File: src/rtl/ipdc_host.sv
// ipdc_host: drives an image-processing core (ipdc) from op and pixel
// memories and checks its result stream against a golden memory.
// An op of 4'b0000 is a "load" op: it streams the full 256-entry pixel
// memory to the core before the next op is issued.
module ipdc_host (
  input  logic        i_clk,
  input  logic        i_rst,
  input  logic        i_start,
  input  logic [6:0]  i_op_cnt,
  input  logic [10:0] i_gold_cnt,
  output logic [5:0]  o_op_addr,
  input  logic [3:0]  i_op_data,
  output logic [7:0]  o_pix_addr,
  input  logic [23:0] i_pix_data,
  output logic [9:0]  o_gold_addr,
  input  logic [23:0] i_gold_data,
  output logic        o_op_valid,
  output logic [3:0]  o_op_mode,
  input  logic        i_op_ready,
  output logic        o_in_valid,
  output logic [23:0] o_in_data,
  input  logic        i_in_ready,
  input  logic        i_out_valid,
  input  logic [23:0] i_out_data,
  output logic        o_busy,
  output logic        o_done,
  output logic [10:0] o_err_cnt,
  output logic        o_pass,
  output logic [2:0]  dbg_state
);

  // Handshakes: o_op_valid is a one-cycle strobe (the core's readiness is
  // sampled via i_op_ready only while waiting to issue). A pixel transfers
  // on every rising edge where o_in_valid & i_in_ready; while i_in_ready is
  // low, o_in_valid and o_in_data hold. i_out_valid is a one-cycle result
  // strobe with no back-pressure.

  typedef enum logic [2:0] {
    IDLE     = 3'd0,
    WAIT_RDY = 3'd1,
    ISSUE    = 3'd2,
    LOAD     = 3'd3,
    DONE     = 3'd4
  } state_t;

  state_t      state;
  state_t      state_n;

  logic [6:0]  op_ptr;
  logic [7:0]  pix_ptr;
  logic [10:0] gold_ptr;

  logic        clear;
  logic        hs;
  logic        last_pix;
  logic        chk;
  logic        miss;
  logic [10:0] gold_ptr_n;
  logic [10:0] err_n;

  // Memory addresses come straight from the pointer registers. The pixel
  // address is its own register because it runs one entry ahead of the
  // pixel being presented, so the next word is ready on each handshake.
  assign o_op_addr   = op_ptr[5:0];
  assign o_gold_addr = gold_ptr[9:0];
  assign dbg_state   = state;

  assign hs       = (state == LOAD) && o_in_valid && i_in_ready;
  assign last_pix = (pix_ptr == 8'hFF);

  // Next-state logic; start is only honoured from IDLE or DONE.
  always_comb begin
    state_n = state;
    clear   = 1'b0;
    case (state)
      IDLE, DONE: begin
        if (i_start) begin
          clear   = 1'b1;
          state_n = (i_op_cnt == 7'd0) ? DONE : WAIT_RDY;
        end
      end
      WAIT_RDY: begin
        if (i_op_ready) begin
          state_n = (op_ptr < i_op_cnt) ? ISSUE : DONE;
        end
      end
      ISSUE: begin
        state_n = (o_op_mode == 4'b0000) ? LOAD : WAIT_RDY;
      end
      LOAD: begin
        if (hs && last_pix) begin
          state_n = WAIT_RDY;
        end
      end
      default: state_n = IDLE;
    endcase
  end

  // Result checking: every result outside IDLE consumes one golden entry;
  // results beyond the expected count are errors regardless of value.
  always_comb begin
    chk        = i_out_valid && (state != IDLE) && !clear;
    miss       = chk && ((gold_ptr >= i_gold_cnt) || (i_out_data != i_gold_data));
    gold_ptr_n = gold_ptr;
    err_n      = o_err_cnt;
    if (clear) begin
      gold_ptr_n = 11'd0;
      err_n      = 11'd0;
    end else begin
      if (chk) begin
        gold_ptr_n = gold_ptr + 11'd1;
      end
      if (miss && (o_err_cnt != 11'h7FF)) begin
        err_n = o_err_cnt + 11'd1;
      end
    end
  end

  // State register.
  always_ff @(posedge i_clk or posedge i_rst) begin
    if (i_rst) begin
      state <= IDLE;
    end else begin
      state <= state_n;
    end
  end

  // Op pointer and op strobe; the mode is captured in the cycle before
  // ISSUE, when the op memory is already addressed by op_ptr.
  always_ff @(posedge i_clk or posedge i_rst) begin
    if (i_rst) begin
      op_ptr     <= 7'd0;
      o_op_valid <= 1'b0;
      o_op_mode  <= 4'd0;
    end else begin
      o_op_valid <= (state_n == ISSUE);
      if (clear) begin
        op_ptr <= 7'd0;
      end else if (state == ISSUE) begin
        op_ptr <= op_ptr + 7'd1;
      end
      if ((state == WAIT_RDY) && (state_n == ISSUE)) begin
        o_op_mode <= i_op_data;
      end
    end
  end

  // Pixel streaming with one-ahead prefetch of the pixel memory.
  always_ff @(posedge i_clk or posedge i_rst) begin
    if (i_rst) begin
      pix_ptr    <= 8'd0;
      o_pix_addr <= 8'd0;
      o_in_valid <= 1'b0;
      o_in_data  <= 24'd0;
    end else if (clear) begin
      pix_ptr    <= 8'd0;
      o_pix_addr <= 8'd0;
      o_in_valid <= 1'b0;
    end else if ((state == ISSUE) && (state_n == LOAD)) begin
      o_in_valid <= 1'b1;
      o_in_data  <= i_pix_data;
      o_pix_addr <= pix_ptr + 8'd1;
    end else if (hs) begin
      pix_ptr <= pix_ptr + 8'd1;
      if (last_pix) begin
        o_in_valid <= 1'b0;
        o_pix_addr <= 8'd0;
      end else begin
        o_in_data  <= i_pix_data;
        o_pix_addr <= pix_ptr + 8'd2;
      end
    end
  end

  // Golden pointer, error counter and run status flags.
  always_ff @(posedge i_clk or posedge i_rst) begin
    if (i_rst) begin
      gold_ptr  <= 11'd0;
      o_err_cnt <= 11'd0;
      o_busy    <= 1'b0;
      o_done    <= 1'b0;
      o_pass    <= 1'b0;
    end else begin
      gold_ptr  <= gold_ptr_n;
      o_err_cnt <= err_n;
      o_busy    <= (state_n == WAIT_RDY) || (state_n == ISSUE) || (state_n == LOAD);
      o_done    <= (state_n == DONE);
      o_pass    <= (state_n == DONE) && (err_n == 11'd0) && (gold_ptr_n == i_gold_cnt);
    end
  end

endmodule
File: config.mk
export PLATFORM = sky130hd
export DESIGN_NAME = ipdc_host
export DESIGN_NICKNAME = d
export VERILOG_FILES = /design/src/rtl/ipdc_host.sv
export SDC_FILE = /design/constraint.sdc
export NUM_CORES = 1
export LEC_CHECK = 0
export BUFFER_PORTS_ARGS = -buffer_cell sky130_fd_sc_hd__buf_2
export CAP_MARGIN = 20
export CORE_ASPECT_RATIO = 1.75
export CORE_UTILIZATION = 25
export DETAILED_ROUTE_END_ITERATION = 12
export GPL_ROUTABILITY_DRIVEN = 0
export GPL_TIMING_DRIVEN = 0
export HOLD_SLACK_MARGIN = 0.08
export PLACE_DENSITY = 0.54
export RECOVER_POWER = 100
export SLEW_MARGIN = 0
export SYNTH_ARGS = -nofsm -noshare
export SYNTH_HDL_FRONTEND = slang
export SYNTH_SLANG_ARGS = --single-unit
File: constraint.sdc
create_clock -name i_clk -period 3.7 [get_ports i_clk]
set_clock_uncertainty 0.2 [all_clocks]
set_input_delay 0.185 -clock i_clk [delete_from_list [all_inputs] [get_ports i_clk]]
set_output_delay 0.185 -clock i_clk [all_outputs]
set_load 0.05 [all_outputs]
# [Word level (Yosys, flattened, before mapping)]
# Index checks and enable logic that the tools add are counted.
[word_totals] reg_bits=81 input_bits=100 output_inout_bits=71 wordCells=93
[classes] n_addsub=5 magnitude_cmp=2 eq_ne=14 muxes=29 bitwise=1 n_reduce_logical=29
[op_table] cell="$mux 24" count=3
[op_table] cell="$mux 8" count=7
[op_table] cell="$mux 11" count=4
[op_table] cell="$ne 24x24->1" count=1
[op_table] cell="$add 11x1->11 const B" count=2
[op_table] cell="$mux 3" count=5
[op_table] cell="$mux 7" count=2
[op_table] cell="$eq 3x2->1 const B" count=4
[op_table] cell="$pmux 3 s4" count=1
[op_table] cell="$eq 11x11->1" count=1
[op_table] cell="$ge 11x11->1" count=1
[op_table] cell="$logic_and 1x1->1" count=11
[op_table] cell="$logic_not 11->1" count=1
[op_table] cell="$ne 11x11->1 const B" count=1
[op_table] cell="$reduce_bool 3->1" count=3
[op_table] cell="$add 8x1->8 const B" count=1
[op_table] cell="$add 8x2->8 const B" count=1
[op_table] cell="$eq 8x8->1 const B" count=1
[op_table] cell="$add 7x1->7 const B" count=1
[op_table] cell="$logic_not 7->1" count=1
[op_table] cell="$lt 7x7->1" count=1
[op_table] cell="$eq 3x1->1 const B" count=2
[op_table] cell="$eq 3x3->1 const B" count=2
[op_table] cell="$mux 1" count=6
[op_table] cell="12 further kinds" count=17

# [Longest topological paths before layout]
# Gate-level depths: netlist of run 1.
[depth] word_depth=12 mapped_depth=12 depth_no_buf=11

# [Least setup slack after synthesis of run 1]
# OpenSTA, ideal clock, no wires.
[synth_timing] path_kind="register to register" startpoint="reg state[0], in the netlist dbg_state[0]" endpoint="reg o_in_data[10]" setup_time_ps=125 t_arrival_ps=2633 required_time_ps=3375 slack_ps=742 path_stages_with_launch=10 path_buffers=3 synth_period_minus_slack_ps=2958 path_cell_list="dfrtp_1 buf_4 nor2b_1 and2_1 and3_1 clkbuf_1 and2_1 nor2_1 buf_2 mux2_2"
[synth_via] elab_chain_cells=10 elab_cells_between_ends=21 classes_between="6 x eq/ne; 6 x mux; 1 x bitwise; 8 x reduce/logical"
[synth_lines] item="start, declared" line="46" source="state_t state;"
[synth_lines] item="start signal, assigned" line="124" source="state <= state_n;"
[synth_lines] item="$eq 3x2->1" line="68, 75"
[synth_lines] item="$logic_and 1x1->1 (2 in series)" line="68" source="assign hs = (state == LOAD) && o_in_valid && i_in_ready;"
[synth_lines] item="$logic_and 1x1->1" line="91" source="if (hs && last_pix) begin"
[synth_lines] item="$mux 3" line="91"
[synth_lines] item="$pmux 3 s4" line="75" source="case (state)"
[synth_lines] item="$eq 3x2->1" line="159" source="end else if ((state == ISSUE) && (state_n == LOAD)) begin"
[synth_lines] item="$logic_and 1x1->1" line="159"
[synth_lines] item="$ne 2x1->1 (no source line) / $reduce_bool 2->1 (equally long branches)"
[synth_lines] item="$reduce_and 3->1 (no source line)"
[synth_lines] item="end signal, assigned" line="161" source="o_in_data <= i_pix_data;"
[synth_lines] item="end signal, assigned" line="169" source="o_in_data <= i_pix_data;"
[synth_lines] item="end, declared" line="21" source="output logic [23:0] o_in_data,"
# Parallel ways exist; a longest one is shown, timed or not.
# A chain may end at the register's enable or synchronous reset.

# [Worst setup path after layout of run 1]
[layout_timing] startpoint="reg state[0], in the netlist dbg_state[0]" endpoint="reg o_in_data[1]"
# Same word-level chain as after synthesis.

==> run summary, run 1 <==
The flow ran to the end, but the final reports show violations. The final reports fail on max-capacitance violations, max-slew violations. The number of antenna violations at the first check in global routing is 0. The main combinational cell family by area after synthesis is simple AND/OR/NAND/NOR gates.

The antenna cell count came out at 0. After synthesis the cells add up to roughly 4700 um^2. Across the whole layout, storage elements account for about 2000 um^2. The critical path in this run is classified as flip-flop to flip-flop.

The total congestion overflow after global routing came out at 0. The number of synthesized register bits came out at approximately 80. The average wire per standard cell came out at approximately 14 um.

For this run, the number of Yosys warnings is 0. The gate count of the mapped netlist came out at roughly 490. Clock-pin slew was measured on the worst setup and hold paths at 0.06 ns. Max-cap violations in this run came to 1.

The worst hold path stage count is 5. 171 I/O pins were placed. The fraction of final layout cells with drive strength greater than 1 came out at 0.228. The period utilization is 0.886. Leaving out fill and tap cells, the most frequent cell in the layout is sky130_fd_sc_hd__buf_2.

The worst IR drop on VDD is 0.285 mV. The first-pass detailed-route iteration total came out at 6. The number of failing hold endpoints at the final stage came out at 0.

The worst register-to-register path has a depth of 9. The number of global-route vias before repair is between 4k and 5k. Setup repair after global routing left no endpoint under its margin. The final period demand of the worst path came out at between 3 and 4 ns.

The floorplan step defined a die boundary enclosing a little under 20000 um^2. Entering global routing, the biggest net connects 63 pins. The internal power came out at about 2.5 mW. For the final routed database, the setup TNS stands at 0 ns. STA classifies the critical path startpoint as a flip-flop. The half-perimeter wire length of the detailed placement result is slightly above 10 mm.

Of the total synthesized cell area, the portion taken by full adders, half adders and majority gates is 0.0583. The share of the Yosys chip area taken by registers is 0.429. For this block, the initial DRC count from the detailed router was just over 100. In this run the tightest slew margin relative to its limit is -0.0715.

The number of different library cells in the post-synthesis netlist is slightly above 50. The placeable core area came out at between 15000 and 20000 um^2. Leaving out fill and tap cells, the most frequent cells in the layout are sky130_fd_sc_hd__buf_2 (98), sky130_fd_sc_hd__clkbuf_1 (83), sky130_fd_sc_hd__dfrtp_1 (81), sky130_fd_sc_hd__nor2_1 (46), sky130_fd_sc_hd__nand2_1 (44).

The power per cell area is approximately 740 nW/um^2. The via count normalized by instance count is around 4.5. Derived from the worst setup path, the maximum achievable clock frequency is roughly 0.31 GHz. The overall routed net length is ~13 mm. The number of nets at the end of the flow came out at ~830.

The fraction of the mapped netlist area in simple logic gates came out at 0.178. The DRC violation count after routing came out at 0. The post-CTS setup buffer count is 0. Setup violations remaining at the end of the flow were counted as 0. Of the total synthesized cell area, the portion taken by XOR and XNOR cells is 0.124.

The mean instance size in the synthesized netlist came out at 9.68 um^2. The worst min-delay path startpoint is i_gold_cnt[10]. The net switching power of the design is 2.24 mW. For the worst setup path, the data required time is between 3 and 4 ns. The y dimension of the die came out at about 180 um. The tightest min-delay check is of the input port to flip-flop type. For the worst-skew pair, the clock arrives at the later sink with an insertion delay of 0.34 ns.

The residual antenna-violating net count after detailed routing came out at 0. The share of synthesized area spent on multiplexers is 0.0636. The critical path data arrival time came out at ~3.3 ns. The cell sitting at the root of the clock tree is a sky130_fd_sc_hd__clkbuf_16.

The overall routing resource usage is 0.141. The deepest level of the CTS H-tree is 3. Along the worst path, the maximum fanout reaches 10. The critical path launch point is dbg_state[0]$_DFF_PP0_. Once placement finished, the instance area stood at 5900 um^2.

The worst setup path is captured at a flip-flop. The global-route wire length before repair came out at 21.2 mm. The row count came out at 66. The fraction of power spent switching nets came out at 0.473. After clock tree synthesis, the flow added hold-fix buffers numbering 33. The proportion of power drawn by flip-flops and latches came out at 0.302. The number of gates resized after CTS came out at 0.

The clock passes through at most 2 buffers. For this run, the leading register cell type out of synthesis is sky130_fd_sc_hd__dfrtp_1. The slew at the pin closest to its max-slew limit is between 1.5 and 2 ns. The initial utilization of the core area, before any placement, comes to 0.254. The total number of vias came out at approximately 4.3k.

The fraction of synthesis flops using an asynchronous set or reset pin came out at 1.00. The share of total power dissipated in combinational logic is 0.481. After filler insertion, the fill cell instance count of the layout stands at a little under 2k. The worst hold margin came out at 0.113 ns. Summing all multi-input logic gate instances after layout gives ~2400 um^2.

Of the total power, the clock network draws 0.217. In this run, CTS created clock tree buffers numbering 9. The area overhead of the layout relative to synthesis is 36.4%. The leakage power summed over all cells came out at 2.96 nW.

The post-synthesis net count came out at just over 600. The final cell area excluding filler cells is between 6000 and 7000 um^2. In this run the critical register-to-register path is launched from dbg_state[0]$_DFF_PP0_. TritonCTS built the clock tree. The complex-gate fraction of the synthesized area is 0.0861. The total of buffers placed on input and output ports came out at 170. For this design, the sink count on the clock tree is around 80. In this run, synthesis inferred 0 flip-flops with an integrated enable. The die width came out at ~110 um.

The max-slew violation count is between 60 and 70.
==> power groups by stage <==
stage	logic [mW]	registers (mW)	clock network, mW
floorplan	1.01	2.18	0
global placement	2.33	1.43	0
detailed placement	2.35	1.44	0
CTS	2.39	1.42	1.06
global route	2.44	1.48	1.09
finish	2.28	1.43	1.03
==> critical path: stages, from the launching register on <==
cell and delay, ns:
sky130_fd_sc_hd__dfrtp_1 0.38, sky130_fd_sc_hd__buf_4 0.16, sky130_fd_sc_hd__nor2b_1 0.15, sky130_fd_sc_hd__and2_0 0.20, sky130_fd_sc_hd__and3_1 0.19, sky130_fd_sc_hd__clkbuf_1 0.23
sky130_fd_sc_hd__and2_0 0.29, sky130_fd_sc_hd__nor2_1 0.50, sky130_fd_sc_hd__clkbuf_1 0.45, sky130_fd_sc_hd__mux2_2 0.40
==> per-stage QoR <==
stage / power (mW) / util / worst slack [ns] / cells
2_1_floorplan: 3.19 / - / 0.742 / 488
3_3_place_gp: 3.77 / 0.316 / -0.0469 / 896
3_5_place_dp: 3.79 / 0.318 / 0.489 / 897
4_1_cts: 4.87 / 0.353 / 0.460 / 945
5_1_grt: 5.02 / 0.347 / 0.165 / 945
6_report: 4.74 / 0.347 / 0.422 / 945
==> routing by layer <==
metal / track usage / share of wire / up-vias
li1: - / - / 2105
met1: 0.145 / 0.38 / 2042
met2: 0.269 / 0.56 / 122
met3: 0.0252 / 0.041 / 20
met4: 0.0683 / 0.023 / 0
met5: 0 / 0 / -
==> cell families (layout without fill, tap and decap cells) <==
group           count (synthesis)  in the layout
mux                            27             27
buf+inv                        56            275
compound gates                 61             61
flops                          81             81
fa+ha+maj                      22             22
simple gates                  174            174
xor+xnor                       67             67
==> state kept, by name (all words and copies together), names as in the netlist <==
name	flops
dbg_state	3
gold_ptr	11
o_pix_addr	8
o_in_valid	1
op_ptr	7
o_done	1
o_pass	1
o_op_mode	4
o_busy	1
o_in_data	24
pix_ptr	8
o_err_cnt	11
o_op_valid	1
==> final timing paths <==
check | to | slack (ns)
setup / recovery | o_in_data[1]$_DFFE_PP0P_ | 0.42
hold / removal | o_pass$_DFF_PP0_ | 0.11
setup reg to reg | o_in_data[1]$_DFFE_PP0P_ | 0.42
hold reg to reg | o_pix_addr[3]$_DFFE_PP0P_ | 0.28
max in group asynchronous | gold_ptr[4]$_DFF_PP0_ | 0.95
min in group asynchronous | o_in_data[13]$_DFFE_PP0P_ | 0.33
==> synth_stat cells, types with 2 or more instances <==
library cell	number	area, um^2
sky130_fd_sc_hd__clkbuf_1	7	26.3
sky130_fd_sc_hd__nor2b_1	4	25.0
sky130_fd_sc_hd__or3_1	4	25.0
sky130_fd_sc_hd__mux2i_1	3	30.0
sky130_fd_sc_hd__o21ai_0	17	85.1
sky130_fd_sc_hd__and2_1	5	31.3
sky130_fd_sc_hd__a31oi_1	2	12.5
sky130_fd_sc_hd__a21oi_1	16	80.1
sky130_fd_sc_hd__nand2b_1	3	18.8
sky130_fd_sc_hd__dfrtp_1	81	2030
sky130_fd_sc_hd__a221o_1	2	20.0
sky130_fd_sc_hd__nor2_1	46	173
sky130_fd_sc_hd__o31ai_1	3	22.5
sky130_fd_sc_hd__ha_1	22	275
sky130_fd_sc_hd__nand4_1	13	81.3
sky130_fd_sc_hd__inv_1	26	97.6
sky130_fd_sc_hd__nor4_1	9	56.3
sky130_fd_sc_hd__xnor2_1	29	254
sky130_fd_sc_hd__and3_1	6	37.5
sky130_fd_sc_hd__nor3_1	10	50.1
sky130_fd_sc_hd__and4_1	2	17.5
sky130_fd_sc_hd__buf_2	2	10.0
sky130_fd_sc_hd__o31a_1	2	17.5
sky130_fd_sc_hd__mux2_2	24	270
sky130_fd_sc_hd__a21o_1	2	15.0
sky130_fd_sc_hd__o32ai_1	3	26.3
sky130_fd_sc_hd__buf_4	20	150
sky130_fd_sc_hd__nand3_1	21	105
sky130_fd_sc_hd__nand2_1	43	161
sky130_fd_sc_hd__o2111ai_1	2	17.5
sky130_fd_sc_hd__or4_1	2	15.0
sky130_fd_sc_hd__xor2_1	38	333
==> area by class of cell <==
type / count / share of cell area
multi-input cells: 351 / 0.373
flip-flops and latches: 81 / 0.315
repair buffers: 204 / 0.170
well taps: 238 / 0.0462
clock buffers: 10 / 0.0355
plain buffers: 30 / 0.0287
clock inverters: 5 / 0.0163
inverters: 26 / 0.0153
(Power assumes the default switching activity.)
==> inputs of run 2 (changes only) <==
--- a/config.mk
+++ b/config.mk
@@ -5,15 +5,15 @@
 export SDC_FILE = /design/constraint.sdc
 export NUM_CORES = 1
 export LEC_CHECK = 0
+export ABC_AREA = 1
 export BUFFER_PORTS_ARGS = -buffer_cell sky130_fd_sc_hd__buf_2
-export CAP_MARGIN = 20
 export CORE_ASPECT_RATIO = 1.75
 export CORE_UTILIZATION = 25
 export DETAILED_ROUTE_END_ITERATION = 12
 export GPL_ROUTABILITY_DRIVEN = 0
 export GPL_TIMING_DRIVEN = 0
 export HOLD_SLACK_MARGIN = 0.08
-export PLACE_DENSITY = 0.54
+export PLACE_DENSITY = 0.53
 export RECOVER_POWER = 100
 export SLEW_MARGIN = 0
 export SYNTH_ARGS = -nofsm -noshare
==> run summary, run 2 <==
The run finished, with violations left. The deepest level of the CTS H-tree came out at 3. The worst setup path is of the flip-flop to flip-flop kind. The path class of the tightest hold or removal check is input port to flip-flop.

The largest individual stage delay along the critical path comes from the cell sky130_fd_sc_hd__o21ai_0. The I/O pin total is between 150 and 200. The die covers 22300 um^2.

The half-perimeter wire length of the detailed placement result came out at 12.6 mm. The total clock buffers created by CTS came out at 9. The number of global-route vias before repair is approximately 5.3k. The largest registers in the layout are o_in_data x24, gold_ptr x11, o_err_cnt x11. The detail route stage leaves a number of antenna-violating nets equal to 0. In this run the most critical hold path is launched from i_in_ready.

The number of fill cells in the layout came out at about 2.4k. The y dimension of the die came out at around 200 um. The number of failing hold endpoints at the final stage came to 0. The overall routing resource usage came out at 0.146. The checks that failed: max-capacitance violations, max-slew violations.

The total setup violations reported at the end of the flow came out at 0. The total number of yosys warnings is 0. The later-pin clock latency in the skew report came out at around 0.35 ns. The maximum number of pins on one net before global-route repair came out at 53. Across all register-to-register paths, the minimum setup slack is around 0.67 ns. The total number of vias is approximately 5.4k. The final period demand of the worst path is slightly above 3 ns. The area occupied by multi-input gates is approximately 2600 um^2. The slew at the pin closest to its max-slew limit is 1.54 ns. After detailed routing, the total wire length is between 15 and 20 mm. The number of antenna violations at the first check in global routing came to 0. The number of nets in the synthesized netlist is 860.

After synthesis, the share of flip-flops with an asynchronous set or reset is 1.00. The total number of cells along the worst setup path came out at 8. In this run the critical register-to-register path is launched from pix_ptr[1]$_DFFE_PP0P_. The cell count after placement is around 1.2k. The via count normalized by instance count came out at 4.33. The fraction of post-synthesis cell area in the top cell type by area came out at 0.374. The share of the Yosys chip area taken by registers is 0.374.

The most common cell in the synthesized netlist is sky130_fd_sc_hd__nand2_1. The depth of the most critical reg-to-reg path is 8. The area taken by flip-flops and latches came out at 2030 um^2.

The number of different library cells in the post-synthesis netlist is 38. The final cell area excluding filler cells is 7150 um^2. The tree is rooted in a sky130_fd_sc_hd__clkbuf_16. The global-route wire length before repair is between 20 and 30 mm. The number of flip-flops under the largest register name is 24. The biggest area contributor in the post-synthesis netlist is sky130_fd_sc_hd__dfrtp_1. The die width is 113 um. Counting every sink on the clock net gives 81. The post-synth design cell area came out at between 5000 and 6000 um^2. The element type at the critical path end is a flip-flop. The non-filler instance count after layout came out at about 1.2k. The row count is 70. Across the run, the number of max-cap violations was 1. TritonCTS built the clock tree. The period utilization is 0.820.

Timing would allow up to around 0.33 GHz. The number of nets at the end of the flow is between 1k and 1.5k. For this configuration, the core starts out at a cell density of 0.257. Setup repair after global routing left no endpoint under its margin. The total of buffers placed on input and output ports is 170. Leaving out fill and tap cells, the most frequent cells in the layout are sky130_fd_sc_hd__nand2_1 (188), sky130_fd_sc_hd__inv_1 (138), sky130_fd_sc_hd__buf_2 (100), sky130_fd_sc_hd__dfrtp_1 (81), sky130_fd_sc_hd__clkbuf_1 (79). The gate count of the mapped netlist came out at 738. Once the clock tree was built, the setup fixing pass inserted 0 buffers. o_in_data holds more flip-flops than any other register. The fraction of final layout cells with drive strength greater than 1 came out at 0.169.

The critical path launch point is pix_ptr[1]$_DFFE_PP0P_. The average wire per standard cell came out at ~13 um. The power per cell area came out at between 600 and 700 nW/um^2.

The maximum buffer depth of the clock tree is 2. The DRC violation count after routing came out at 0. From synthesis to final layout, the design area changed by 31.9%. The placeable core area is between 20000 and 25000 um^2.

The repair_antennas step left the layout with diodes totalling 0. The largest incremental delay on the critical path came out at around 0.76 ns. Once placement finished, the instance area stood at roughly 6700 um^2.

The worst IR drop on VDD is 0.441 mV. The first detailed-routing pass ran for 4 iterations. Data on the critical path is required at its endpoint by approximately 3.7 ns. The mean instance size in the synthesized netlist came out at ~7.3 um^2. Ranked by total cell area, the synthesized netlist is headed by sky130_fd_sc_hd__dfrtp_1 (37%), sky130_fd_sc_hd__nand2_1 (13%), sky130_fd_sc_hd__inv_1 (9.6%). The critical path goes through ha_1 -> nand3_1 -> nor2_1 -> nand3_1 -> inv_1 -> o21ai_0 -> buf_4 -> mux2_1.

At the worst endpoint, the arrival time is between 3 and 4 ns. The leakage power summed over all cells came out at around 3.8 nW. Headroom to the max-slew limit came out at -0.0329.

The max-slew violation count came out at 30. The worst hold path stage count is 3. The library cell used most frequently in the layout, excluding fill and tap cells, is sky130_fd_sc_hd__nand2_1. Of all nets on the critical path, the largest fanout is 10.

The synthesized design contains between 80 and 90 register bits. After clock tree synthesis, the clock-pin slew on the worst setup and hold paths is ~0.070 ns. The most common cell type on the critical path is sky130_fd_sc_hd__nand3_1.

The worst setup path is launched from a flip-flop. The number of buffers and inverters on the critical path is 2. After synthesis, the most frequently instantiated cells are sky130_fd_sc_hd__nand2_1 (187), sky130_fd_sc_hd__inv_1 (138), sky130_fd_sc_hd__dfrtp_1 (81). The total congestion overflow after global routing is 0. In this design, the largest share of critical-path delay is due to compound AO/OA/AOI/OAI gates. The violation count after the first detailed-routing iteration came out at roughly 220.

The most used flip-flop cell after synthesis is sky130_fd_sc_hd__dfrtp_1. Counting flops with a built-in enable in the synthesized netlist gives 0.
run 2: logic make-up after synthesis:
kind of cell,synth area share
buffers and inverters,0.133
adders and majority gates,0.0508
xor gates and xnor gates,0.0226
DFF,0.374
AOI/OAI and AO/OA,0.0725
muxes,0.0498
and+or+nand+nor,0.297
run 2: power by group:
part | leakage (nW) | switching (mW) | internal, mW
combinational | 2.64 | 1.64 | 0.532
clock | 0.150 | 0.419 | 0.539
sequential | 1.05 | 0.192 | 1.14
run 2: stage by stage:
stage                     worst slack [ns]   util  total power [mW]  TNS, ns  hold slack [ns]
after floorplan                       1.23      -              3.01        0            0.102
after global routing                 0.438  0.339              4.75        0           0.0737
final                                0.665  0.339              4.46        0           0.0848
after detailed placement              1.02  0.316              3.62        0           0.0288
after global placement              -0.101  0.314              3.59    -7.36            0.199
after CTS                             1.01  0.346              4.62        0           0.0945
run 2: worst reg2reg max path: stages (launching register included):
cell	delay [ns]
sky130_fd_sc_hd__dfrtp_1	0.44
sky130_fd_sc_hd__ha_1	0.23
sky130_fd_sc_hd__nand3_1	0.15
sky130_fd_sc_hd__nor2_1	0.09
sky130_fd_sc_hd__nand3_1	0.20
sky130_fd_sc_hd__inv_1	0.18
sky130_fd_sc_hd__o21ai_0	0.76
sky130_fd_sc_hd__buf_4	0.33
sky130_fd_sc_hd__mux2_1	0.35
run 2: final timing paths:
kind / to
hold / removal: pix_ptr[3]$_DFFE_PP0P_
setup / recovery: o_in_data[13]$_DFFE_PP0P_
hold reg to reg: op_ptr[6]$_DFFE_PP0P_
setup reg to reg: o_in_data[13]$_DFFE_PP0P_
max in group asynchronous: o_op_mode[3]$_DFFE_PP0P_
min in group asynchronous: o_in_data[10]$_DFFE_PP0P_
run 2: cell type report:
class / instances / share of cell area
Clock buffer: 9 / 0.0315
Tap cell: 288 / 0.0504
Clock inverter: 7 / 0.0121
Buffer: 27 / 0.0240
Sequential cell: 81 / 0.283
Timing Repair Buffer: 203 / 0.155
Inverter: 145 / 0.0766
Multi-Input combinational cell: 485 / 0.367
run 2: timing repair:
action	CTS	global route
resized for setup	0	0
hold buffers	32	0
hold endpoints to repair	107	0
run 2: layer usage:
metal | part of all wire | track usage
met5 | 0 | 0
met4 | 0.026 | 0.0575
met3 | 0.045 | 0.0323
met2 | 0.57 | 0.298
met1 | 0.36 | 0.137
